[src/rtl/audio_clk_gen_if.sv]
// Control and clock-output bundle for audio_clk_gen.
// The testbench or controller drives it as master, and the generator is the slave.
interface audio_clk_gen_if #(
  parameter int DIV_W = 8
);
  logic             enable;
  logic             divLoad;
  logic [DIV_W-1:0] divValue;
  logic             bclkOut;
  logic             bclkRise;
  logic             bclkFall;
  logic             lrclkOut;
  logic             frameStart;
  logic             divPending;

  modport master (
    output enable, divLoad, divValue,
    input  bclkOut, bclkRise, bclkFall, lrclkOut, frameStart, divPending
  );

  modport slave (
    input  enable, divLoad, divValue,
    output bclkOut, bclkRise, bclkFall, lrclkOut, frameStart, divPending
  );
endinterface

[src/rtl/audio_clk_gen.sv]
// I2S-style bit/word clock generator: programmable 50% bclk, derived lrclk, per-edge strobes.
// A new divisor is applied only at a bclk falling boundary (or at once while frozen), so no phase is ever glitched.
module audio_clk_gen #(
  parameter int DIV_W       = 8,
  parameter int DIV_DEFAULT = 4,
  parameter int SLOT_BITS   = 32
) (
  input  logic             baseClk,
  input  logic             resetN,
  audio_clk_gen_if.slave   bus
);
  localparam int SLOT_W = $clog2(SLOT_BITS);

  logic [DIV_W-1:0]  hcnt_q, hcnt_d;
  logic [DIV_W-1:0]  div_act_q, div_act_d;
  logic [DIV_W-1:0]  div_nxt_q, div_nxt_d;
  logic              pend_q, pend_d;
  logic [SLOT_W-1:0] slot_q, slot_d;
  logic              bclk_q, bclk_d;
  logic              lrclk_q, lrclk_d;
  logic              rise_q, rise_d;
  logic              fall_q, fall_d;
  logic              frame_q, frame_d;

  logic              wrap, fall_edge, apply;
  logic [DIV_W-1:0]  div_sat;

  assign div_sat   = (bus.divValue == '0) ? DIV_W'(1) : bus.divValue;
  assign wrap      = (hcnt_q == div_act_q - DIV_W'(1));
  assign fall_edge = bus.enable && wrap && bclk_q;
  // When frozen, a pending divisor can take effect immediately because no phase is running.
  assign apply     = pend_q && (fall_edge || !bus.enable);

  always_comb begin
    hcnt_d    = hcnt_q;
    div_act_d = div_act_q;
    div_nxt_d = div_nxt_q;
    pend_d    = pend_q;
    slot_d    = slot_q;
    bclk_d    = bclk_q;
    lrclk_d   = lrclk_q;
    rise_d    = 1'b0;
    fall_d    = 1'b0;
    frame_d   = 1'b0;

    if (bus.enable) begin
      if (wrap) begin
        hcnt_d = '0;
        bclk_d = ~bclk_q;
        rise_d = ~bclk_q;
        fall_d = bclk_q;
      end else begin
        hcnt_d = hcnt_q + DIV_W'(1);
      end
      if (fall_edge) begin
        if (slot_q == SLOT_W'(SLOT_BITS - 1)) begin
          slot_d  = '0;
          lrclk_d = ~lrclk_q;
          frame_d = lrclk_q;
        end else begin
          slot_d = slot_q + SLOT_W'(1);
        end
      end
    end

    if (apply) begin
      div_act_d = div_nxt_q;
      hcnt_d    = '0;
      pend_d    = 1'b0;
    end

    // A load in the same cycle as an application stays pending for the next boundary.
    if (bus.divLoad) begin
      div_nxt_d = div_sat;
      pend_d    = 1'b1;
    end
  end

  always_ff @(posedge baseClk or negedge resetN) begin
    if (!resetN) begin
      hcnt_q    <= '0;
      div_act_q <= DIV_W'(DIV_DEFAULT);
      div_nxt_q <= DIV_W'(DIV_DEFAULT);
      pend_q    <= 1'b0;
      slot_q    <= '0;
      bclk_q    <= 1'b0;
      lrclk_q   <= 1'b0;
      rise_q    <= 1'b0;
      fall_q    <= 1'b0;
      frame_q   <= 1'b0;
    end else begin
      hcnt_q    <= hcnt_d;
      div_act_q <= div_act_d;
      div_nxt_q <= div_nxt_d;
      pend_q    <= pend_d;
      slot_q    <= slot_d;
      bclk_q    <= bclk_d;
      lrclk_q   <= lrclk_d;
      rise_q    <= rise_d;
      fall_q    <= fall_d;
      frame_q   <= frame_d;
    end
  end

  assign bus.bclkOut    = bclk_q;
  assign bus.bclkRise   = rise_q;
  assign bus.bclkFall   = fall_q;
  assign bus.lrclkOut   = lrclk_q;
  assign bus.frameStart = frame_q;
  assign bus.divPending = pend_q;
endmodule
[src/flat_wrapper.sv]
// flat-port wrapper written by rule: the top's interface ports become plain ports
module audio_clk_gen_flat 
#(
  parameter int DIV_W       = 8,
  parameter int DIV_DEFAULT = 4,
  parameter int SLOT_BITS   = 32
)
  (baseClk, resetN, bus_enable, bus_divLoad, bus_divValue, bus_bclkOut, bus_bclkRise, bus_bclkFall, bus_lrclkOut, bus_frameStart, bus_divPending);
  audio_clk_gen_if #(.DIV_W(DIV_W)) bus_i ();
  input  logic baseClk;
  input  logic resetN;
  input wire logic [$bits(bus_i.enable)-1:0] bus_enable;
  input wire logic [$bits(bus_i.divLoad)-1:0] bus_divLoad;
  input wire logic [$bits(bus_i.divValue)-1:0] bus_divValue;
  output wire logic [$bits(bus_i.bclkOut)-1:0] bus_bclkOut;
  output wire logic [$bits(bus_i.bclkRise)-1:0] bus_bclkRise;
  output wire logic [$bits(bus_i.bclkFall)-1:0] bus_bclkFall;
  output wire logic [$bits(bus_i.lrclkOut)-1:0] bus_lrclkOut;
  output wire logic [$bits(bus_i.frameStart)-1:0] bus_frameStart;
  output wire logic [$bits(bus_i.divPending)-1:0] bus_divPending;
  assign bus_i.enable = bus_enable;
  assign bus_i.divLoad = bus_divLoad;
  assign bus_i.divValue = bus_divValue;
  assign bus_bclkOut = bus_i.bclkOut;
  assign bus_bclkRise = bus_i.bclkRise;
  assign bus_bclkFall = bus_i.bclkFall;
  assign bus_lrclkOut = bus_i.lrclkOut;
  assign bus_frameStart = bus_i.frameStart;
  assign bus_divPending = bus_i.divPending;
  audio_clk_gen #(.DIV_W(DIV_W), .DIV_DEFAULT(DIV_DEFAULT), .SLOT_BITS(SLOT_BITS)) u_core (.baseClk(baseClk), .resetN(resetN), .bus(bus_i));
endmodule
[config.mk]
export PLATFORM = sky130hd
export DESIGN_NAME = audio_clk_gen_flat
export DESIGN_NICKNAME = d
export VERILOG_FILES = /design/src/rtl/audio_clk_gen_if.sv /design/src/rtl/audio_clk_gen.sv /design/src/flat_wrapper.sv
export SDC_FILE = /design/constraint.sdc
export NUM_CORES = 1
export LEC_CHECK = 0
export ABC_AREA = 0
export CAP_MARGIN = 40
export CORE_MARGIN = 4
export CORE_UTILIZATION = 52
export DETAILED_ROUTE_END_ITERATION = 7
export PLACE_DENSITY = 0.76
export SYNTH_ARGS = -nofsm -noshare
export SYNTH_HDL_FRONTEND = slang
export SYNTH_SLANG_ARGS = --single-unit
[constraint.sdc]
create_clock -name baseClk -period 2.65 [get_ports baseClk]
set_input_delay 0.265 -clock baseClk [delete_from_list [all_inputs] [get_ports baseClk]]
set_output_delay 0.265 -clock baseClk [all_outputs]
set_load 0.02 [all_outputs]
==> flow_summary.toml <==
[status]
status = "completed"

[timing]
hold_viol = 0
fin_crit_ns = 2.46
finalCritPeriodShare = 0.927
hold_ws_ns = 0.385
rsz0062_at_grt = "no"
slew_headroom = 0.608
worst_slew_pin_slew_ns = 0.587
fmax_mhz = 407
drv_slew = 0
setup_violations = 0
skew_ns = 0.00477
tns_ns = 0

[yosys]
synthesis.nets = 233
synth_area_leaders = "dfrtp_1 39%, a311o_1 3.8%, mux2_2 3.7%"
synth_seq_cells = 35
ys_warn_count = 0
synth-compound-area-share = 0.186
synth_edf_count = 0
synthAdderAreaFrac = 0.0237
synth_top_family_by_area = "simple AND/OR/NAND/NOR gates"
yosys.area_share.simple = 0.194
yosysSeqAreaShare = 0.416
muxShareOfSynthArea = 0.0444
yosysUniqueCellTypes = 49
synth_ff_type = "dfrtp_1"
synth-xor-area-share = 0.0705
netlist.area_leader.share = 0.391
synth.avg_cell_area_um2 = 9.74
ys_async_sr_fraction = 1.00
yosysTopAreaCell = "dfrtp_1"
synth_common_cells = "33 x dfrtp_1, 13 x nand3_1, 12 x nor3_1, 12 x o21ai_0"
syn_area_mm2 = 0.00211
yosysMostFrequentCell = "dfrtp_1"
netlist_instances = 217

[critical_path]
r2r_cells = 9
endpoint_kind = "flip-flop"
worstPathMaxFanout = 6
r2r_slack_ns = 0.19
regToRegStartpoint = "u_core.div_act_q[0]"
critical_path.startpoint_type = "flip-flop"
critical_path_class = "flip-flop to flip-flop"
critPathArrivalTime_ns = 2.63
r2r-end = "u_core.slot_q[4]"
cp_data_required_time_ns = 2.83

[detailed_routing]
met1_length_um = 2070
dr.first_iter.drc_count = 80
met3WireLength_um = 230
routed_wl_um = 4680
num_vias = 1734
drc = 0
drt_pass1_iterations = 4
highest_layer = "met4"
via_per_inst = 6.13
wl_met2_um = 2290
wl_per_cell_um = 16.5
ant_nets = 0

[power_and_ir_drop]
sw_frac_of_total = 0.289
ir_drop_uv = 355
p_seq_frac = 0.518
powerDensity_mw_per_mm2 = 504
p_leak_nw = 1.01
p_comb_frac = 0.178
switchingPower_w = 0.000353
power_w = 0.00122
p_int_w = 0.000865
pwr-share-clk = 0.305

[place]
placedInstanceArea_mm2 = 0.00233
port_buffers = 17
dpl.cell_count = 275
gp_congestion = 0.937
dp_hpwl_um = 3370

[layout]
seq_area_um2 = 878
nNetsFinal = 250
area_growth_syn_to_layout_pct = 14.3
num-fill-cells = 329
fin_area_mm2 = 0.00242
multi_input_area_mm2 = 0.00110
num_antenna_cells = 0
drive_gt1_frac = 0.162
layoutNonFillerInstCount = 283

[global_route]
grt_first_pass_wirelength_um = 8020
grt_antenna_before_repair = 0
grt_pass1_vias = 1726
overflow = 0
grt_max_degree = 36
grt_util_all_layers = 0.200

[floorplanning]
start_util = 0.556
num_rows = 22
boundaryPins = 18
core_mm2 = 0.00380
die_h_um = 71.8
die_width_um = 71.8
die-area_mm2 = 0.00515

[clocking]
tritoncts = "done"
path_clk_slew_ns = 0.07
clk_latency_ns = 0.29
clockRootBuffer = "clkbuf_8"
cts-htree-levels = 2
clock_sinks = 35
cts_buffers = 5
clk_path_buf_depth = 2

[job]
max-cap-violations = 0

[min_path]
hold_class = "primary input to async pin"
-- layout make-up --
type	instances	area share
multi-input combinational	153	0.457
sequential	35	0.364
timing repair buffer	27	0.102
clock buffer	7	0.0316
tap	48	0.0249
inverter	12	0.0197
clock inverter	1	0.00207
-- placed cells by master, fill, tap and decap left out, types with 6 or more instances in the layout --
| cell | synthesis | layout |
|---|---|---|
| dfrtp_1 | 33 | 33 |
| clkdlybuf4s50_1 | 0 | 17 |
| nand3_1 | 13 | 13 |
| nor3_1 | 12 | 12 |
| o21ai_0 | 12 | 12 |
| inv_1 | 11 | 11 |
| nand2_1 | 11 | 10 |
| buf_4 | 1 | 10 |
| xor2_1 | 9 | 9 |
| xnor2_1 | 8 | 8 |
| a22oi_1 | 8 | 8 |
| a311o_1 | 8 | 8 |
| mux2_2 | 7 | 7 |
| nor2_1 | 6 | 6 |
-- worst max-delay path, cell delays in order, from the launching register on --
cell	delay (ns)
dfrtp_1	0.41
inv_1	0.08
ha_1	0.25
nor2b_1	0.14
or3_1	0.36
a31oi_2	0.20
nand3_2	0.11
or3_4	0.43
inv_4	0.08
mux2_4	0.28
-- metrics by stage --
stage | utilization | setup slack (ns)
4_1_cts | 0.635 | 0.131
3_5_place_dp | 0.614 | 0.170
6_report | 0.636 | 0.194
3_3_place_gp | 0.614 | 0.263
5_1_grt | 0.636 | 0.0351
2_1_floorplan | - | 0.000337
-- logic make-up (layout without fill, tap and decap cells) --
group,after synthesis,count (layout)
AO/OA/AOI/OAI,53,53
XOR/XNOR,17,17
adder cells (fa/ha/maj),4,4
buffers and inverters,29,47
flip-flops,35,35
multiplexers,8,8
AND/OR/NAND/NOR,71,71
-- routing by layer --
layer  track usage  vias up
met5             0        -
met2         0.318       47
met1         0.254      847
met4        0.0856        0
li1              -      829
met3        0.0547       11
-- registers in the layout, indices dropped and copies added, names as in the netlist --
| signal | flops |
|---|---|
| u_core.bus.divPending | 1 |
| u_core.bus.bclkFall | 1 |
| u_core.bus.bclkOut | 1 |
| u_core.bus.bclkRise | 1 |
| u_core.bus.lrclkOut | 1 |
| u_core.bus.frameStart | 1 |
| u_core.div_act_q | 8 |
| u_core.slot_q | 5 |
| u_core.div_nxt_q | 8 |
| u_core.hcnt_q | 8 |
-- timing repair --
item / 4_1_cts / 5_1_grt
hold buffers: 0 / 0
setup endpoints to repair: 0 / 8
setup buffers: 0 / 0
resized for setup: 0 / 1
-- power by group through the flow --
stage	logic (W)	clock network [W]	registers (W)
final	0.000216	0.000371	0.000631
after global placement	0.000213	0	0.000636
after global routing	0.000241	0.000400	0.000636
after CTS	0.000217	0.000380	0.000629
after floorplan	0.000160	0	0.000617
after detailed placement	0.000216	0	0.000639
-- worst max-delay path by stage --
stage / endpoint / from
5_1_grt: u_core.slot_q[4] / u_core.div_act_q[0]
2_1_floorplan: u_core.slot_q[4] / u_core.div_act_q[0]
6_report: u_core.slot_q[4] / u_core.div_act_q[0]
4_1_cts: u_core.div_act_q[5] / u_core.div_act_q[0]
3_5_place_dp: u_core.div_act_q[5] / u_core.div_act_q[0]
3_3_place_gp: u_core.div_act_q[0] / u_core.div_act_q[0]
(Power assumes the default switching activity.)
==> variant 1 (config.mk and constraints unchanged) <==
`DIV_W` is set to 8 in 3 places; all go to 10.
--- a/src/rtl/audio_clk_gen_if.sv
+++ b/src/rtl/audio_clk_gen_if.sv
@@ -1,7 +1,7 @@
 // Control and clock-output bundle for audio_clk_gen.
 // The testbench or controller drives it as master, and the generator is the slave.
 interface audio_clk_gen_if #(
-  parameter int DIV_W = 8
+  parameter int DIV_W = 10
 );
   logic             enable;
   logic             divLoad;
--- a/src/rtl/audio_clk_gen.sv
+++ b/src/rtl/audio_clk_gen.sv
@@ -1,7 +1,7 @@
 // I2S-style bit/word clock generator: programmable 50% bclk, derived lrclk, per-edge strobes.
 // A new divisor is applied only at a bclk falling boundary (or at once while frozen), so no phase is ever glitched.
 module audio_clk_gen #(
-  parameter int DIV_W       = 8,
+  parameter int DIV_W       = 10,
   parameter int DIV_DEFAULT = 4,
   parameter int SLOT_BITS   = 32
 ) (
--- a/src/flat_wrapper.sv
+++ b/src/flat_wrapper.sv
@@ -1,7 +1,7 @@
 // flat-port wrapper written by rule: the top's interface ports become plain ports
 module audio_clk_gen_flat 
 #(
-  parameter int DIV_W       = 8,
+  parameter int DIV_W       = 10,
   parameter int DIV_DEFAULT = 4,
   parameter int SLOT_BITS   = 32
 )
Ports: changed (resized bus_divValue); port bits go from 18 to 20. No check against the original RTL was run, so the function may have changed too.
==> variant 1 against the original RTL <==
- combinational power increased by 35%
- critical path depth did not move
- synthesized area rose by 0.77%
- non-clock buffer count unchanged
- sequential share of layout area up 4.0 points
- count of clock-buffer cells in the layout stayed put
- routed wire length down 7.0%
- via count decreased by 10%
- final area grew 5.5%
- clock skew increased by 0.0014 ns
- power grew 23%
- setup slack got worse by 0.042 ns
- sequential cell count is 6 higher
- largest cell class unchanged
- highest routed layer unchanged
==> variant 1: results (changes against the original RTL) <==
| Metric | Value |
|---|---|
| Status | `completed` |
| Largest net degree at the start of global routing | `24 (-33%)` |
| Share of layout cells above drive strength 1 | `21.8% (+5.6 points)` |
| Die X | `72.0 um (+0.34%)` |
| Dpl ws | `0.0932 ns (-0.0772 ns)` |
| Multi-input gates | `137 (-10%)` |
| DP Area | `2410 um2 (+3.4%)` |
| Fin util | `67.1% (+3.5 points)` |
| P_leak | `1.14 nW (+12%)` |
| Final net count | `237 (-5.2%)` |
| Logic inverters | `7 (-5)` |
| Vias in the first global route | `1627 (-5.7%)` |
| VDD IR max | `0.356 mV (+0.38%)` |
| Ranking of synthesized cells by area | `dfrtp_1 46%, mux2_2 11%, xnor2_1 3.7%` |
| Biggest regs | `u_core.div_act_q (10), u_core.div_nxt_q (10), u_core.hcnt_q (10)` |
| Fraction of area in multi-input gates | `41.8% (-3.9 points)` |
| Sequential share of cell area | `40.4% (+4.0 points)` |
| Arr. time, crit path | `2.68 ns (+0.05 ns)` |
| Post-DP HPWL | `3320 um (-1.3%)` |
| Finished Layout Cells | `268 (-5.3%)` |
| Total GRT Usage | `18.4% (-1.5 points)` |
| Top cell type's share of synthesized area | `45.8% (+6.8 points)` |
| Routability cong. | `0.770 (-18%)` |
| Cells after synthesis | `190 (-12%)` |
| Top delay family on crit path | `compound AO/OA/AOI/OAI gates` |
| FILL cells | `286 (-13%)` |
| Clock Tree Buf Depth | `2 (unchanged)` |
| Synth top cells by count | `39 x dfrtp_1, 20 x mux2_2, 12 x nor2_1` |
| Placed instance count | `257 (-6.5%)` |
| Clock root cell | `clkbuf_8` |
| Register area share after synthesis | `48.3% (+6.7 points)` |
| P_sw | `0.000418 W (+19%)` |
| Critical path's slowest cell | `dfrtp_1` |
| Layout non-clock buf frac | `10.5% (+0.36 points)` |
| Mapped Nets | `208 (-11%)` |
| Hold_buf cts | `1 (+1)` |
| Synth cell types | `46 (-6.1%)` |
| First drt pass iteration count | `4 (unchanged)` |
| First-pass GRT wire length | `7420 um (-7.6%)` |
| Clock-cell share | `3.98% (+0.61 points)` |
| Post-Route WL | `4350 um (-7.0%)` |
| Vias per cell | `5.81 (-5.2%)` |
| CTS resizes | `0 (unchanged)` |
| Least-Margin Pin Slew | `0.552 ns (-0.0348 ns)` |
[variant 1: cell count changes in the layout (fill, tap and decap cells not counted), moves of 5 or more]
cell	unedited run	this run
inv_1	11	6
dfrtp_1	33	39
a311o_1	8	0
nor2_1	6	12
mux2_2	7	20
nor3_1	12	3
o21ai_0	12	7
a22oi_1	8	0
[variant 1: worst paths after layout]
check                                 endpoint  slack [ns]
setup / recovery           u_core.div_act_q[5]        0.15
hold / removal                u_core.hcnt_q[9]        0.46
setup reg to reg           u_core.div_act_q[5]        0.15
hold reg to reg               u_core.slot_q[3]        0.48
max in group asynchronous  u_core.div_act_q[2]        1.64
min in group baseClk          u_core.slot_q[3]        0.48
[variant 1: routing by layer]
| metal | vias to the layer above | wire length [um] | global-route usage, % |
|---|---|---|---|
| met5 | - | 0 | 0 |
| met4 | 0 | 63 | 6.05 |
| met2 | 44 | 2200 | 31.7 |
| met3 | 10 | 211 | 4.71 |
| met1 | 755 | 1870 | 22.5 |
| li1 | 747 | - | - |
[variant 1: power by group through the flow]
| stage | Combinational (W) | Clock [W] | Sequential (W) |
|---|---|---|---|
| finish | 0.000292 | 0.000444 | 0.000766 |
| global route | 0.000321 | 0.000479 | 0.000776 |
| CTS | 0.000285 | 0.000454 | 0.000764 |
| detailed placement | 0.000282 | 0 | 0.000777 |
| global placement | 0.000264 | 0 | 0.000769 |
| floorplan | 0.000189 | 0 | 0.000760 |
[variant 1: cell families (layout without fill, tap and decap cells)]
logic type	after synthesis	after routing	synth area share (%)
AND/OR/NAND/NOR	63	63	15.8
flip-flops	41	41	48.3
AO/OA/AOI/OAI	30	30	11.6
multiplexers	22	22	11.6
XOR/XNOR	18	18	8.05
buffers and inverters	12	42	2.23
adder cells (fa/ha/maj)	4	4	2.35
==> variant 2 (same flow settings) <==
Without the edit above. Make the reset (`resetN`) synchronous in one clocked block.
--- a/src/rtl/audio_clk_gen.sv
+++ b/src/rtl/audio_clk_gen.sv
@@ -76,7 +76,7 @@
     end
   end
 
-  always_ff @(posedge baseClk or negedge resetN) begin
+  always_ff @(posedge baseClk) begin
     if (!resetN) begin
       hcnt_q    <= '0;
       div_act_q <= DIV_W'(DIV_DEFAULT);
Function: differs if resetN is asserted again (counterexample within 4 cycles, from zero or initial values and one cycle with resetN low); with resetN held inactive, the same outputs for 10 cycles.
==> variant 2 against the original RTL <==
- core utilization up 1.3 points
- setup slack better by 0.017 ns
- routed wire length down 14%
- final area down 15%
- synthesized area down 16%
- synthesized cell count down 7.8%
- critical endpoint is now u_core.div_act_q[2]
- sequential cell count unchanged
- largest cell class unchanged
Power is not compared: it rests on default switching activity, and its combinational part moved more than twofold at a synthesized area within 25%.
==> variant 2: results (changes against the original RTL) <==
| Metric | Value |
|---|---|
| Status | `completed` |
| Clk Latency, worst-skew pair | `0.35 ns (+0.06 ns)` |
| CTS clock-pin slew for the worst setup and hold paths | `0.10 ns (+0.03 ns)` |
| Largest net degree at the start of global routing | `32 (-11%)` |
| Routability cong. | `0.868 (-7.3%)` |
| Cells after synthesis | `200 (-7.8%)` |
| DP Area | `1970 um2 (-16%)` |
| Synth top cells by count | `35 x dfxtp_1, 33 x nand2_1, 20 x mux2i_1` |
| Top delay family on crit path | `compound AO/OA/AOI/OAI gates` |
| Worst Skew | `0.0155 ns (+0.0107 ns)` |
| Initial DRC count | `145 (+81%)` |
| Fraction of registers with async set/reset | `0% (-100 points)` |
| Synth Area in XOR/XNOR | `7.87% (+0.83 points)` |
| Arr. time, crit path | `2.71 ns (+0.08 ns)` |
| Clock root cell | `clkbuf_4` |
| Multiplexer area fraction after synthesis | `11.2% (+6.8 points)` |
| Max-slew headroom | `59.6% (-1.2 points)` |
| Post-DP HPWL | `2980 um (-11%)` |
| Mapped Nets | `216 (-7.3%)` |
| Register area share after synthesis | `39.4% (-2.2 points)` |
| FILL cells | `294 (-11%)` |
| Vias in the first global route | `1504 (-13%)` |
| Ranking of synthesized cells by area | `dfxtp_1 39%, mux2i_1 11%, nand2_1 7.0%` |
| Critical path's slowest cell | `dfxtp_1` |
| Vias per cell | `5.82 (-5.1%)` |
| Post-Route WL | `4030 um (-14%)` |
| Biggest regs | `u_core.div_act_q (8), u_core.div_nxt_q (8), u_core.hcnt_q (8)` |
| Slowest Stage Delay on Critical Path | `0.40 ns (-0.03 ns)` |
| First-pass GRT wire length | `6830 um (-15%)` |
| Placed instance count | `254 (-7.6%)` |
| Post-synthesis compound-gate area fraction | `11.0% (-7.6 points)` |
| Synth cell types | `39 (-20%)` |
| Adder-Cell Fraction of Synth Area | `2.81% (+0.44 points)` |
| Finished Layout Cells | `262 (-7.4%)` |
| Final net count | `233 (-6.8%)` |
variant 2: cell types whose count changed in the layout (fill, tap and decap cells not counted), moves of 20 or more:
cell / before / now
dfrtp_1: 33 / 0
dfxtp_1: 0 / 35
mux2i_1: 0 / 20
nand2_1: 10 / 33
variant 2: path summary, 6_finish.rpt:
| kind | startpoint | endpoint | slack, ns | depth (start not counted) |
|---|---|---|---|---|
| setup / recovery | u_core.div_act_q[0] | u_core.div_act_q[2] | 0.21 | 8 |
| hold / removal | u_core.div_nxt_q[5] | u_core.div_act_q[5] | 0.47 | 2 |
| setup reg to reg | u_core.div_act_q[0] | u_core.div_act_q[2] | 0.21 | 8 |
| hold reg to reg | u_core.div_nxt_q[5] | u_core.div_act_q[5] | 0.47 | 2 |
variant 2: kinds of logic after synthesis:
| kind of cell | Yosys count |
|---|---|
| xor gates and xnor gates | 16 |
| buffers and inverters | 14 |
| adders and majority gates | 4 |
| AOI/OAI and AO/OA | 25 |
| DFF | 35 |
| muxes | 20 |
| and+or+nand+nor | 86 |
variant 2: layer usage:
metal  GRT usage [%]  part of all wire, %
met1            23.4                   44
met5               0                    0
met2            35.9                   49
met4            6.85                  1.8
met3            6.07                  5.2
variant 2: worst reg2reg max path: stages, from the launching register on:
cell and delay (ns):
dfxtp_1 0.40, inv_1 0.07, ha_1 0.27, o21ba_1 0.20
a221o_1 0.39, a2111o_1 0.39, o31ai_2 0.19, buf_4 0.24
mux2i_1 0.23
variant 2: area by class of cell:
type                            count  area (um2)  area share [%]
Timing Repair Buffer               19         185            9.05
Sequential cell                    35         701            34.2
Multi-Input combinational cell    151        1020            49.8
Clock buffer                        8        68.8            3.36
Tap cell                           44        55.1            2.69
Inverter                            5        18.8           0.917
variant 2: report_power, final:
group / leakage, nW / internal [W] / total, W / switching [W]
Sequential: 0.285 / 0.000540 / 0.000552 / 0.0000129
Combinational: 0.446 / 0.0000474 / 0.000104 / 0.0000568
Clock: 0.0386 / 0.000156 / 0.000339 / 0.000183
variant 2: per-stage QoR:
step | setup slack (ns) | hold WS (ns) | total power [W] | util (%)
3_5_place_dp | 0.243 | 0.451 | 0.000667 | 62.5
3_3_place_gp | 0.346 | 0.446 | 0.000662 | 62.5
5_1_grt | 0.0506 | 0.493 | 0.00104 | 64.9
4_1_cts | 0.174 | 0.467 | 0.000996 | 64.7
2_1_floorplan | 0.438 | 0.393 | 0.000628 | -
6_report | 0.211 | 0.468 | 0.000996 | 64.9
